`src/rtl/gigatron_pkg.sv`:
```
// Shared controller constants: button bit positions within a pad report and the turbo mask.
package gigatron_pkg;

    localparam int unsigned PAD_BITS  = 8;

    localparam int unsigned BTN_A      = 0;
    localparam int unsigned BTN_B      = 1;
    localparam int unsigned BTN_SELECT = 2;
    localparam int unsigned BTN_START  = 3;
    localparam int unsigned BTN_UP     = 4;
    localparam int unsigned BTN_DOWN   = 5;
    localparam int unsigned BTN_LEFT   = 6;
    localparam int unsigned BTN_RIGHT  = 7;

    // Turbo-enabled A/B only read as pressed while the shared turbo phase is high.
    function automatic logic [PAD_BITS-1:0] apply_turbo(
        input logic [PAD_BITS-1:0] buttons,
        input logic [1:0]          turbo_en,
        input logic                turbo_phase
    );
        logic [PAD_BITS-1:0] eff;
        eff = buttons;
        if (turbo_en[0]) eff[BTN_A] = buttons[BTN_A] & turbo_phase;
        if (turbo_en[1]) eff[BTN_B] = buttons[BTN_B] & turbo_phase;
        return eff;
    endfunction

endpackage

```
`src/rtl/famicom_pad_shifter.sv`:
```
// One emulated controller: parallel load of the active-low report, LSB-first serial shift-out.
module famicom_pad_shifter
    import gigatron_pkg::*;
#(
    parameter int unsigned SHIFT_LEN = 24,
    parameter logic        FILL_BIT  = 1'b1
) (
    input  logic                i_clk,
    input  logic                i_rst,
    input  logic [PAD_BITS-1:0] i_buttons,
    input  logic [1:0]          i_turbo_en,
    input  logic                i_turbo_phase,
    input  logic                i_load,
    input  logic                i_shift,
    output logic                o_data
);

    logic [SHIFT_LEN-1:0] r_shift;
    logic [SHIFT_LEN-1:0] w_load_val;
    logic [PAD_BITS-1:0]  w_eff;

    always_comb begin
        w_eff                     = apply_turbo(i_buttons, i_turbo_en, i_turbo_phase);
        w_load_val                = {SHIFT_LEN{FILL_BIT}};
        w_load_val[PAD_BITS-1:0]  = ~w_eff;
    end

    // Load has priority so a pulse edge during the latch cannot consume a bit.
    always_ff @(posedge i_clk or posedge i_rst) begin
        if (i_rst) begin
            r_shift <= '1;
        end else if (i_load) begin
            r_shift <= w_load_val;
        end else if (i_shift) begin
            r_shift <= {FILL_BIT, r_shift[SHIFT_LEN-1:1]};
        end
    end

    assign o_data = r_shift[0];

endmodule

```
`src/rtl/famicom_pad_serializer.sv`:
```
// Multi-pad Famicom controller emulation on the Gigatron latch/pulse/data interface.
module famicom_pad_serializer
    import gigatron_pkg::*;
#(
    parameter int unsigned NUM_PADS      = 2,
    parameter int unsigned SHIFT_LEN     = 24,
    parameter logic        FILL_BIT      = 1'b1,
    parameter int unsigned TURBO_LATCHES = 4
) (
    input  logic                         clk_sys,
    input  logic                         reset,
    input  logic [NUM_PADS*PAD_BITS-1:0] joy_buttons,
    input  logic [NUM_PADS*2-1:0]        turbo_en,
    input  logic                         famicom_latch,
    input  logic                         famicom_pulse,
    output logic [NUM_PADS-1:0]          famicom_data,
    output logic [15:0]                  latch_count
);

    localparam int unsigned CNT_W = (TURBO_LATCHES > 1) ? $clog2(TURBO_LATCHES) : 1;

    logic             r_latch_meta, r_latch_s, r_latch_d;
    logic             r_pulse_meta, r_pulse_s, r_pulse_d, r_pulse_rise;
    logic [CNT_W-1:0] r_turbo_cnt;
    logic             r_turbo_phase;
    logic [15:0]      r_latch_count;
    logic             w_latch_rise;
    logic             w_load;
    logic             w_shift;

    always_ff @(posedge clk_sys or posedge reset) begin
        if (reset) begin
            r_latch_meta <= 1'b0;
            r_latch_s    <= 1'b0;
            r_latch_d    <= 1'b0;
            r_pulse_meta <= 1'b0;
            r_pulse_s    <= 1'b0;
            r_pulse_d    <= 1'b0;
            r_pulse_rise <= 1'b0;
        end else begin
            r_latch_meta <= famicom_latch;
            r_latch_s    <= r_latch_meta;
            r_latch_d    <= r_latch_s;
            r_pulse_meta <= famicom_pulse;
            r_pulse_s    <= r_pulse_meta;
            r_pulse_d    <= r_pulse_s;
            r_pulse_rise <= r_pulse_s & ~r_pulse_d;
        end
    end

    assign w_latch_rise = r_latch_s & ~r_latch_d;
    assign w_load       = r_latch_s;
    assign w_shift      = r_pulse_rise & ~r_latch_s;

    // The phase flips on the TURBO_LATCHES-th latch; the first load of that latch still
    // sees the old phase, later loads in the same latch window see the new one.
    always_ff @(posedge clk_sys or posedge reset) begin
        if (reset) begin
            r_turbo_cnt   <= '0;
            r_turbo_phase <= 1'b0;
            r_latch_count <= '0;
        end else if (w_latch_rise) begin
            r_latch_count <= r_latch_count + 16'd1;
            if (r_turbo_cnt == CNT_W'(TURBO_LATCHES - 1)) begin
                r_turbo_cnt   <= '0;
                r_turbo_phase <= ~r_turbo_phase;
            end else begin
                r_turbo_cnt <= r_turbo_cnt + 1'b1;
            end
        end
    end

    assign latch_count = r_latch_count;

    for (genvar p = 0; p < NUM_PADS; p++) begin : g_pad
        famicom_pad_shifter #(
            .SHIFT_LEN (SHIFT_LEN),
            .FILL_BIT  (FILL_BIT)
        ) u_shifter (
            .i_clk         (clk_sys),
            .i_rst         (reset),
            .i_buttons     (joy_buttons[p*PAD_BITS +: PAD_BITS]),
            .i_turbo_en    (turbo_en[2*p +: 2]),
            .i_turbo_phase (r_turbo_phase),
            .i_load        (w_load),
            .i_shift       (w_shift),
            .o_data        (famicom_data[p])
        );
    end

endmodule

```
`config.mk`:
```
export PLATFORM = sky130hd
export DESIGN_NAME = famicom_pad_serializer
export DESIGN_NICKNAME = d
export VERILOG_FILES = /design/src/rtl/gigatron_pkg.sv /design/src/rtl/famicom_pad_shifter.sv /design/src/rtl/famicom_pad_serializer.sv
export SDC_FILE = /design/constraint.sdc
export NUM_CORES = 1
export LEC_CHECK = 0
export ABC_AREA = 1
export CAP_MARGIN = 20
export CORE_MARGIN = 5
export CORE_UTILIZATION = 30
export DETAILED_ROUTE_END_ITERATION = 8
export PLACE_DENSITY = 0.56
export REMOVE_ABC_BUFFERS = 1
export SLEW_MARGIN = 20
export SYNTH_ARGS = -nofsm -noshare
export SYNTH_HDL_FRONTEND = slang
export SYNTH_SLANG_ARGS = --single-unit
```
`constraint.sdc`:
```
create_clock -name clk_sys -period 2.2 [get_ports clk_sys]
set_clock_uncertainty 0.05 [all_clocks]
set_input_delay 0.33 -clock clk_sys [delete_from_list [all_inputs] [get_ports clk_sys]]
set_output_delay 0.33 -clock clk_sys [all_outputs]
set_load 0.03 [all_outputs]
```
-- Word level (Yosys, flattened, before mapping)
Cells that the tools add are included.
- register bits: 74
- input bits: 24
- output and inout bits: 18
- word-level logic and storage cells: 39
- add/subtract/negate cells: 2
- eq/ne operators: 1
- multiplexer cells: 9
- bitwise logic cells: 13
- reductions and logical operators: 2
- operators by type and width (cell ; number):
    $mux W24 ; 4
    $add A16 B1 Y16 const B ; 1
    $not A8 Y8 ; 2
    $and A1 B1 Y1 ; 7
    $mux W1 ; 4
    $not A1 Y1 ; 4
    $add A2 B1 Y2 const B ; 1
    $eq A2 B2 Y1 const B ; 1
    $mux W2 ; 1
    $reduce_and A2 Y1 ; 1
    $reduce_bool A2 Y1 ; 1

-- Depth between registers and ports, before layout
Gate-level depths: netlist (run 1).
- depth in word-level cells: 4
- depth in mapped cells: 8
- depth with buffers taken out: 8

-- Cells and area by module
From an unflattened synthesis (run 1), not the netlist that was laid out.
- cells, all modules: 236
- area total of the unflattened synthesis: 2034.5 µm²
- modules (own cells, without submodules) (module ; times used ; cells an instance ; area an instance (µm²) ; seq. area each (µm²)):
    famicom_pad_serializer ; 1 ; 122 ; 1176.1 ; 650.6
    famicom_pad_shifter ; 2 ; 57 ; 429.2 ; 210.2

-- Worst setup path after synthesis (run 1)
No wires, ideal clock.
- kind: register -> register
- start point: register r_latch_count[4], in the netlist latch_count[4]
- end point: register r_latch_count[13], in the netlist latch_count[13]
- setup time: 0.113 ns
- data arrival time: 1.184 ns
- data required time: 2.037 ns
- path slack: 0.853 ns
- stages on the path, launching flop included: 8
- buffers on the path: 0
- period minus slack after synthesis: 1.347 ns
- path through: dfrtp_1 -> nand2_1 -> nor2_2 -> nand2_1 -> nor2_4 -> nand3_1 -> nand2_1 -> inv_1
- longest elaborated chain between the ends: 1
- ends and longest elaborated chain (element ; RTL line ; RTL):
    start: declaration ; famicom_pad_serializer.sv:26 ; logic [15:0] r_latch_count;
    start signal: assignment ; famicom_pad_serializer.sv:63 ; r_latch_count <= r_latch_count + 16'd1;
    $add A16 B1 Y16 ; famicom_pad_serializer.sv:63 ;
Every way passes these cells.
A chain may end at the register's enable or synchronous reset.

-- Worst setup path in the final report (run 1)
- start point: register g_pad[1].u_shifter.r_shift[0]
- end point: output port famicom_data[1]
- RTL lines (element ; RTL line ; RTL):
    start: declaration ; famicom_pad_shifter.sv:18 ; logic [SHIFT_LEN-1:0] r_shift;
    start signal: assignment ; famicom_pad_shifter.sv:33 ; r_shift <= w_load_val;
    start signal: assignment ; famicom_pad_shifter.sv:35 ; r_shift <= {FILL_BIT, r_shift[SHIFT_LEN-1:1]};
    end: declaration ; famicom_pad_serializer.sv:16 ; output logic [NUM_PADS-1:0] famicom_data,
No word-level cell between the ends.

==> report_table.html, run 1 <==
<table>
<tr><th>Metric</th><th>Value</th></tr>
<tr><th colspan="2">Run status</th></tr>
<tr><td>Result of the run</td><td>finished clean</td></tr>
<tr><th colspan="2">Flow run</th></tr>
<tr><td>Reported max-cap violation count</td><td>0</td></tr>
<tr><th colspan="2">Power and ir drop</th></tr>
<tr><td>Max rail drop VDD</td><td>0.000554 V</td></tr>
<tr><td>Power Dens Cells</td><td>793 mW/mm^2</td></tr>
<tr><td>Pleak</td><td>1.14 nW</td></tr>
<tr><th colspan="2">Timing</th></tr>
<tr><td>Min cycle time layout</td><td>1.88 ns</td></tr>
<tr><td>Pin slew with the least headroom to its limit</td><td>0.469 ns</td></tr>
<tr><td>Period utilisation layout</td><td>0.854</td></tr>
<tr><td>Headroom to the max-slew limit</td><td>0.687</td></tr>
<tr><td>Finish-stage setup viols</td><td>0</td></tr>
<tr><td>Max Transition Viols Final</td><td>0</td></tr>
<tr><td>RSZ-0062 raised after global routing</td><td>false</td></tr>
<tr><td>Highest clock frequency the design can meet</td><td>532 MHz</td></tr>
<tr><td>Number of failing hold endpoints at the final stage</td><td>0</td></tr>
<tr><td>Aggregate negative setup slack</td><td>0 ns</td></tr>
<tr><td>Final setup margin</td><td>0.320 ns</td></tr>
<tr><th colspan="2">Detailed routing</th></tr>
<tr><td>DR DRC count</td><td>0</td></tr>
<tr><td>First-pass iteration count of the detailed router</td><td>4</td></tr>
<tr><td>Total detailed-routing wirelength</td><td>3960 um</td></tr>
<tr><td>Post-detailed-route count of antenna-violating nets</td><td>0</td></tr>
<tr><td>Number of DRC markers in iteration 0</td><td>34</td></tr>
<tr><td>Total via count after detailed routing</td><td>1394</td></tr>
<tr><td>Average wire length per cell after detail routing</td><td>12.2 um</td></tr>
<tr><td>Average vias per placed instance</td><td>4.29</td></tr>
<tr><th colspan="2">Worst setup path</th></tr>
<tr><td>Type of the worst setup path</td><td>reg -&gt; out</td></tr>
<tr><td>Largest delay contributor family on the critical path</td><td>buffers and inverters</td></tr>
<tr><td>Data arrival at the endpoint of the critical path</td><td>1.50 ns</td></tr>
<tr><td>Slowest stage delay, CP</td><td>0.66 ns</td></tr>
<tr><td>CP bufs+invs</td><td>1</td></tr>
<tr><td>Cell breakdown of the critical path</td><td>clkdlybuf4s50_1</td></tr>
<tr><td>Critical path endpoint category</td><td>output port</td></tr>
<tr><td>Register-to-register path setup slack</td><td>0.75 ns</td></tr>
<tr><td>Cell at the slowest stage of the critical path</td><td>sky130_fd_sc_hd__clkdlybuf4s50_1</td></tr>
<tr><td>Worst path required time</td><td>1.82 ns</td></tr>
<tr><td>CP Launch Type</td><td>flip-flop</td></tr>
<tr><td>Critical path peak fanout</td><td>2</td></tr>
<tr><th colspan="2">Finish</th></tr>
<tr><td>Layout cell share with drive strength beyond 1</td><td>0.173</td></tr>
<tr><td>Post-route cell area</td><td>0.00252 sq mm</td></tr>
<tr><td>Signed area change from the synthesized netlist to the final layout</td><td>30.0%</td></tr>
<tr><td>N_diodes</td><td>0</td></tr>
<tr><td>Most used cells in the layout excluding fill and tap cells</td><td>60 x sky130_fd_sc_hd__nand2_1, 41 x sky130_fd_sc_hd__clkdlybuf4s50_1, 26 x sky130_fd_sc_hd__dfrtp_1, 23 x sky130_fd_sc_hd__inv_1, 16 x sky130_fd_sc_hd__dfstp_2</td></tr>
<tr><td>Most common cell after layout, fill and taps aside</td><td>sky130_fd_sc_hd__nand2_1</td></tr>
<tr><td>Final core occ</td><td>0.400</td></tr>
<tr><td>Final nets</td><td>273</td></tr>
<tr><th colspan="2">Clock network</th></tr>
<tr><td>Hold-fix buffers at CTS</td><td>0</td></tr>
<tr><td>Number of clock buffers inserted by TritonCTS</td><td>5</td></tr>
<tr><td>Clock Tree Root</td><td>sky130_fd_sc_hd__clkbuf_8</td></tr>
<tr><td>Clk_lat worst skew</td><td>0.30 ns</td></tr>
<tr><td>Number of H-tree levels</td><td>2</td></tr>
<tr><td>TritonCTS clock tree</td><td>built</td></tr>
<tr><td>Clock sink count</td><td>42</td></tr>
<tr><td>Clock tree buffer depth</td><td>2</td></tr>
<tr><td>Setup Fix Bufs, Post-CTS</td><td>0</td></tr>
<tr><td>Number of instances resized during post-cts repair</td><td>0</td></tr>
<tr><td>Clock-pin slew reported for the worst setup and hold paths after clock tree synthesis</td><td>0.09 ns</td></tr>
<tr><th colspan="2">Die</th></tr>
<tr><td>Core box area</td><td>0.00631 sq mm</td></tr>
<tr><td>Die area</td><td>0.00818 sq mm</td></tr>
<tr><td>I/O pin cnt</td><td>42</td></tr>
<tr><td>Vertical die dimension</td><td>90.5 um</td></tr>
<tr><td>Number of rows created at floorplan</td><td>29</td></tr>
<tr><td>Initial Utilization</td><td>0.308</td></tr>
<tr><td>Die X</td><td>90.5 um</td></tr>
<tr><th colspan="2">GRT</th></tr>
<tr><td>Initial antenna violation count</td><td>0</td></tr>
<tr><td>GR Util All Layers</td><td>0.0985</td></tr>
<tr><td>Global-route wire length before repair</td><td>6640 um</td></tr>
<tr><td>Maximum number of pins on one net before global-route repair</td><td>33</td></tr>
<tr><td>Global route total overflow</td><td>0</td></tr>
<tr><td>Number of global-route vias before repair</td><td>1385</td></tr>
<tr><th colspan="2">Placement</th></tr>
<tr><td>Placement-stage worst setup slack</td><td>0.645 ns</td></tr>
<tr><td>HPWL after detailed placement</td><td>2920 um</td></tr>
<tr><td>Cell area after placement</td><td>0.00243 sq mm</td></tr>
<tr><td>Port-buffer cells</td><td>41</td></tr>
<tr><td>Final GP Congestion</td><td>0.788</td></tr>
<tr><th colspan="2">Synthesis</th></tr>
<tr><td>Cell area after synthesis</td><td>0.00194 sq mm</td></tr>
<tr><td>Synth Instances</td><td>203</td></tr>
<tr><td>Synthesis warning total</td><td>0</td></tr>
<tr><td>Post-synth cell types</td><td>29</td></tr>
<tr><td>Share of synthesized area occupied by flip-flops and latches</td><td>0.552</td></tr>
<tr><td>Register bit total from synthesis</td><td>42</td></tr>
<tr><td>Mean area per synthesized cell</td><td>9.57 sq um</td></tr>
<tr><th colspan="2">Min path</th></tr>
<tr><td>Hold Crit Class</td><td>in -&gt; async</td></tr>
</table>
-- stage by stage --
step / total power [W] / hold WS [ns] / instances
floorplan: 0.00129 / 0.281 / 197
global placement: 0.00149 / 0.282 / 317
detailed placement: 0.00150 / 0.286 / 317
CTS: 0.00204 / 0.300 / 325
global route: 0.00212 / 0.309 / 325
finish: 0.00200 / 0.289 / 325
-- power by group --
part	total (W)	internal, W	switching [W]
combinational	0.000477	0.000214	0.000263
sequential	0.00100	0.000905	0.0000976
clock	0.000520	0.000229	0.000291
total	0.00200	0.00135	0.000652
-- cells by family (layout without fill, tap and decap cells) --
group	count (synthesis)	after routing	share of synthesized area
compound gates	23	23	0.0812
simple gates	90	90	0.224
xor+xnor	12	12	0.0541
flops	42	42	0.552
buf+inv	34	79	0.0767
fa+ha+maj	2	2	0.0129
-- metal layers --
layer  up-vias  track usage  share of wire
met2        29        0.152           0.46
met4         0       0.0298         0.0091
met1       639        0.129           0.48
met5         -            0              0
li1        721            -              -
met3         5       0.0358          0.052
-- area by class of cell --
class / count / area (sq um)
clock buffers: 5 / 68.8
flip-flops and latches: 42 / 1070
multi-input cells: 127 / 722
fillers: 641 / 3790
repair buffers: 43 / 438
well taps: 77 / 96.3
inverters: 28 / 106
clock inverters: 3 / 21.3
-- synthesized netlist by cell type (all sizes together) --
| cell | count | share of area |
|---|---|---|
| nand2 | 65 | 0.14 |
| inv | 27 | 0.052 |
| dfrtp | 26 | 0.34 |
| dfstp | 16 | 0.22 |
| nor2 | 16 | 0.055 |
| o211ai | 12 | 0.046 |
| xor2 | 10 | 0.045 |
| buf | 5 | 0.020 |
| o21ai | 5 | 0.013 |
| nand3 | 3 | 0.0077 |
| nor3 | 3 | 0.0077 |
| a21oi | 2 | 0.0052 |
| ha | 2 | 0.013 |
| nand3b | 2 | 0.0077 |
| o221ai | 2 | 0.0090 |
| xnor2 | 2 | 0.0090 |
| a21o | 1 | 0.0039 |
| clkbuf | 1 | 0.0019 |
| clkinv | 1 | 0.0026 |
| nand4 | 1 | 0.0032 |
| o21a | 1 | 0.0039 |
-- worst paths after layout --
check                                                           from                                        end  cells past startpoint
setup / recovery           g_pad[1].u_shifter.r_shift[0]$_DFFE_PP1P_                            famicom_data[1]                      1
hold / removal                                                 reset                     r_latch_meta$_DFF_PP0_                      2
setup reg to reg                                 r_latch_s$_DFF_PP0_  g_pad[0].u_shifter.r_shift[1]$_DFFE_PP1P_                      5
hold reg to reg                               r_pulse_meta$_DFF_PP0_                        r_pulse_s$_DFF_PP0_                      0
max in group asynchronous                                      reset  g_pad[0].u_shifter.r_shift[4]$_DFFE_PP1P_                      3
min in group clk_sys                          r_pulse_meta$_DFF_PP0_                        r_pulse_s$_DFF_PP0_                      0
(Power assumes the default switching activity.)
==> run 2: changes to the inputs <==
CAP_MARGIN = 10   (was 20)
MAX_ROUTING_LAYER = met4   (was not set)
==> run 2 against run 1 <==
Net effect: total power is 0.16% higher; sequential cell count stayed put; global-route usage up 0.29 points; combinational power hardly changed; setup slack got worse by 0.0038 ns; maximum frequency shrank 0.20%; non-clock buffer count unchanged; critical endpoint unchanged; cell count is the same; wire length up 0.10%.
==> report_table.html, run 2 (synthesis gave the netlist of run 1 again) <==
<table>
<tr><th>Metric</th><th>Value</th></tr>
<tr><th colspan="2">Worst setup path</th></tr>
<tr><td>Cell at the slowest stage of the critical path</td><td>sky130_fd_sc_hd__clkdlybuf4s50_1</td></tr>
<tr><td>Data arrival at the endpoint of the critical path</td><td>1.50 ns</td></tr>
<tr><td>Largest delay contributor family on the critical path</td><td>buffers and inverters</td></tr>
<tr><td>Slowest stage delay, CP</td><td>0.66 ns</td></tr>
<tr><td>Worst path required time</td><td>1.82 ns</td></tr>
<tr><td>Reg2Reg Depth</td><td>5</td></tr>
<tr><td>Cell count along the critical path</td><td>1</td></tr>
<tr><td>CP Launch Type</td><td>flip-flop</td></tr>
<tr><td>Cell breakdown of the critical path</td><td>clkdlybuf4s50_1</td></tr>
<tr><td>Critical path endpoint category</td><td>output port</td></tr>
<tr><td>Critical path peak fanout</td><td>2</td></tr>
<tr><td>CP bufs+invs</td><td>1</td></tr>
<tr><td>Register-to-register path setup slack</td><td>0.75 ns</td></tr>
<tr><td>Type of the worst setup path</td><td>reg -&gt; out</td></tr>
<tr><th colspan="2">Detailed routing</th></tr>
<tr><td>Number of DRC markers in iteration 0</td><td>34</td></tr>
<tr><td>Total detailed-routing wirelength</td><td>3960 um</td></tr>
<tr><td>First-pass iteration count of the detailed router</td><td>4</td></tr>
<tr><td>DR DRC count</td><td>0</td></tr>
<tr><td>Average wire length per cell after detail routing</td><td>12.2 um</td></tr>
<tr><td>Average vias per placed instance</td><td>4.29</td></tr>
<tr><td>Total via count after detailed routing</td><td>1393</td></tr>
<tr><td>Post-detailed-route count of antenna-violating nets</td><td>0</td></tr>
<tr><th colspan="2">Clock network</th></tr>
<tr><td>Hold-fix buffers at CTS</td><td>0</td></tr>
<tr><td>Clk_lat worst skew</td><td>0.30 ns</td></tr>
<tr><td>Number of H-tree levels</td><td>2</td></tr>
<tr><td>TritonCTS clock tree</td><td>built</td></tr>
<tr><td>Number of clock buffers inserted by TritonCTS</td><td>5</td></tr>
<tr><td>Clock Tree Root</td><td>sky130_fd_sc_hd__clkbuf_8</td></tr>
<tr><td>Clock-pin slew reported for the worst setup and hold paths after clock tree synthesis</td><td>0.09 ns</td></tr>
<tr><td>Clock sink count</td><td>42</td></tr>
<tr><td>Number of instances resized during post-cts repair</td><td>0</td></tr>
<tr><td>Setup Fix Bufs, Post-CTS</td><td>0</td></tr>
<tr><td>Clock tree buffer depth</td><td>2</td></tr>
<tr><th colspan="2">Power and ir drop</th></tr>
<tr><td>Power Dens Cells</td><td>794 mW/mm^2</td></tr>
<tr><td>Pleak</td><td>1.14 nW</td></tr>
<tr><td>Max rail drop VDD</td><td>0.000555 V</td></tr>
<tr><th colspan="2">Die</th></tr>
<tr><td>Core box area</td><td>0.00631 sq mm</td></tr>
<tr><td>Die X</td><td>90.5 um</td></tr>
<tr><td>Number of rows created at floorplan</td><td>29</td></tr>
<tr><td>Initial Utilization</td><td>0.308</td></tr>
<tr><td>Die area</td><td>0.00818 sq mm</td></tr>
<tr><td>I/O pin cnt</td><td>42</td></tr>
<tr><td>Vertical die dimension</td><td>90.5 um</td></tr>
<tr><th colspan="2">Timing</th></tr>
<tr><td>Post-route worst hold slack</td><td>0.289 ns</td></tr>
<tr><td>Max Transition Viols Final</td><td>0</td></tr>
<tr><td>Number of failing hold endpoints at the final stage</td><td>0</td></tr>
<tr><td>Period utilisation layout</td><td>0.856</td></tr>
<tr><td>RSZ-0062 raised after global routing</td><td>false</td></tr>
<tr><td>Highest clock frequency the design can meet</td><td>531 MHz</td></tr>
<tr><td>Min cycle time layout</td><td>1.88 ns</td></tr>
<tr><td>Pin slew with the least headroom to its limit</td><td>0.469 ns</td></tr>
<tr><td>Aggregate negative setup slack</td><td>0 ns</td></tr>
<tr><td>Finish-stage setup viols</td><td>0</td></tr>
<tr><td>Headroom to the max-slew limit</td><td>0.687</td></tr>
<tr><th colspan="2">Placement</th></tr>
<tr><td>HPWL after detailed placement</td><td>2920 um</td></tr>
<tr><td>Final GP Congestion</td><td>0.799</td></tr>
<tr><td>Port-buffer cells</td><td>41</td></tr>
<tr><th colspan="2">Min path</th></tr>
<tr><td>Hold Crit Class</td><td>in -&gt; async</td></tr>
<tr><th colspan="2">GRT</th></tr>
<tr><td>Global-route wire length before repair</td><td>6630 um</td></tr>
<tr><td>GR Util All Layers</td><td>0.101</td></tr>
<tr><td>Global route total overflow</td><td>0</td></tr>
<tr><td>Number of global-route vias before repair</td><td>1386</td></tr>
<tr><td>Initial antenna violation count</td><td>0</td></tr>
<tr><td>Maximum number of pins on one net before global-route repair</td><td>33</td></tr>
<tr><th colspan="2">Finish</th></tr>
<tr><td>Final nets</td><td>273</td></tr>
<tr><td>Area of all sequential standard cells</td><td>0.00107 sq mm</td></tr>
<tr><td>Most used cells in the layout excluding fill and tap cells</td><td>60 x sky130_fd_sc_hd__nand2_1, 41 x sky130_fd_sc_hd__clkdlybuf4s50_1, 26 x sky130_fd_sc_hd__dfrtp_1, 23 x sky130_fd_sc_hd__inv_1, 16 x sky130_fd_sc_hd__dfstp_2</td></tr>
<tr><td>Multi-input combinational cell area</td><td>722 sq um</td></tr>
<tr><td>Most common cell after layout, fill and taps aside</td><td>sky130_fd_sc_hd__nand2_1</td></tr>
<tr><td>Layout cell share with drive strength beyond 1</td><td>0.173</td></tr>
<tr><td>Signed area change from the synthesized netlist to the final layout</td><td>30.0%</td></tr>
<tr><td>N_diodes</td><td>0</td></tr>
<tr><td>Filler instances</td><td>641</td></tr>
<tr><td>Final core occ</td><td>0.400</td></tr>
<tr><th colspan="2">Flow run</th></tr>
<tr><td>Reported max-cap violation count</td><td>0</td></tr>
<tr><th colspan="2">Run status</th></tr>
<tr><td>Result of the run</td><td>finished clean</td></tr>
</table>
## run 2: cell counts in the layout (fill, tap and decap cells not counted)
No cell type changed its count.
## run 2: final timing paths
path | from | to
max in group asynchronous | reset | g_pad[0].u_shifter.r_shift[4]$_DFFE_PP1P_
min | reset | r_latch_meta$_DFF_PP0_
min reg2reg | r_pulse_meta$_DFF_PP0_ | r_pulse_s$_DFF_PP0_
max reg2reg | r_latch_s$_DFF_PP0_ | g_pad[0].u_shifter.r_shift[1]$_DFFE_PP1P_
min in group clk_sys | r_pulse_meta$_DFF_PP0_ | r_pulse_s$_DFF_PP0_
max | g_pad[1].u_shifter.r_shift[0]$_DFFE_PP1P_ | famicom_data[1]
## run 2: power by group
| group | internal [W] | leakage, nW | total, W | switching, W |
|---|---|---|---|---|
| clock | 0.000229 | 0.0494 | 0.000524 | 0.000295 |
| combinational | 0.000214 | 0.586 | 0.000477 | 0.000263 |
| sequential | 0.000905 | 0.502 | 0.00100 | 0.0000974 |
| total | 0.00135 | 1.14 | 0.00200 | 0.000655 |
## run 2: metrics by stage
| step | total power, W | setup WS (ns) | area [sq um] | std cells |
|---|---|---|---|---|
| 3_5_place_dp | 0.00150 | 0.645 | 2430 | 317 |
| 2_1_floorplan | 0.00129 | 0.853 | 1900 | 197 |
| 5_1_grt | 0.00212 | 0.279 | 2520 | 325 |
| 4_1_cts | 0.00204 | 0.303 | 2520 | 325 |
| 3_3_place_gp | 0.00149 | 0.653 | 2430 | 317 |
| 6_report | 0.00200 | 0.316 | 2520 | 325 |
## run 2: layout make-up
class	count	area share
clock inverter	3	0.00843
timing repair buffer	43	0.174
tap	77	0.0382
sequential	42	0.424
multi-input combinational	127	0.286
inverter	28	0.0421
clock buffer	5	0.0273
## run 2: layer usage
metal / vias to the layer above / GRT usage / part of all wire
li1: 721 / - / -
met1: 638 / 0.131 / 0.48
met2: 31 / 0.151 / 0.46
met3: 3 / 0.0350 / 0.048
met4: 0 / 0.0298 / 0.0040
met5: - / - / 0
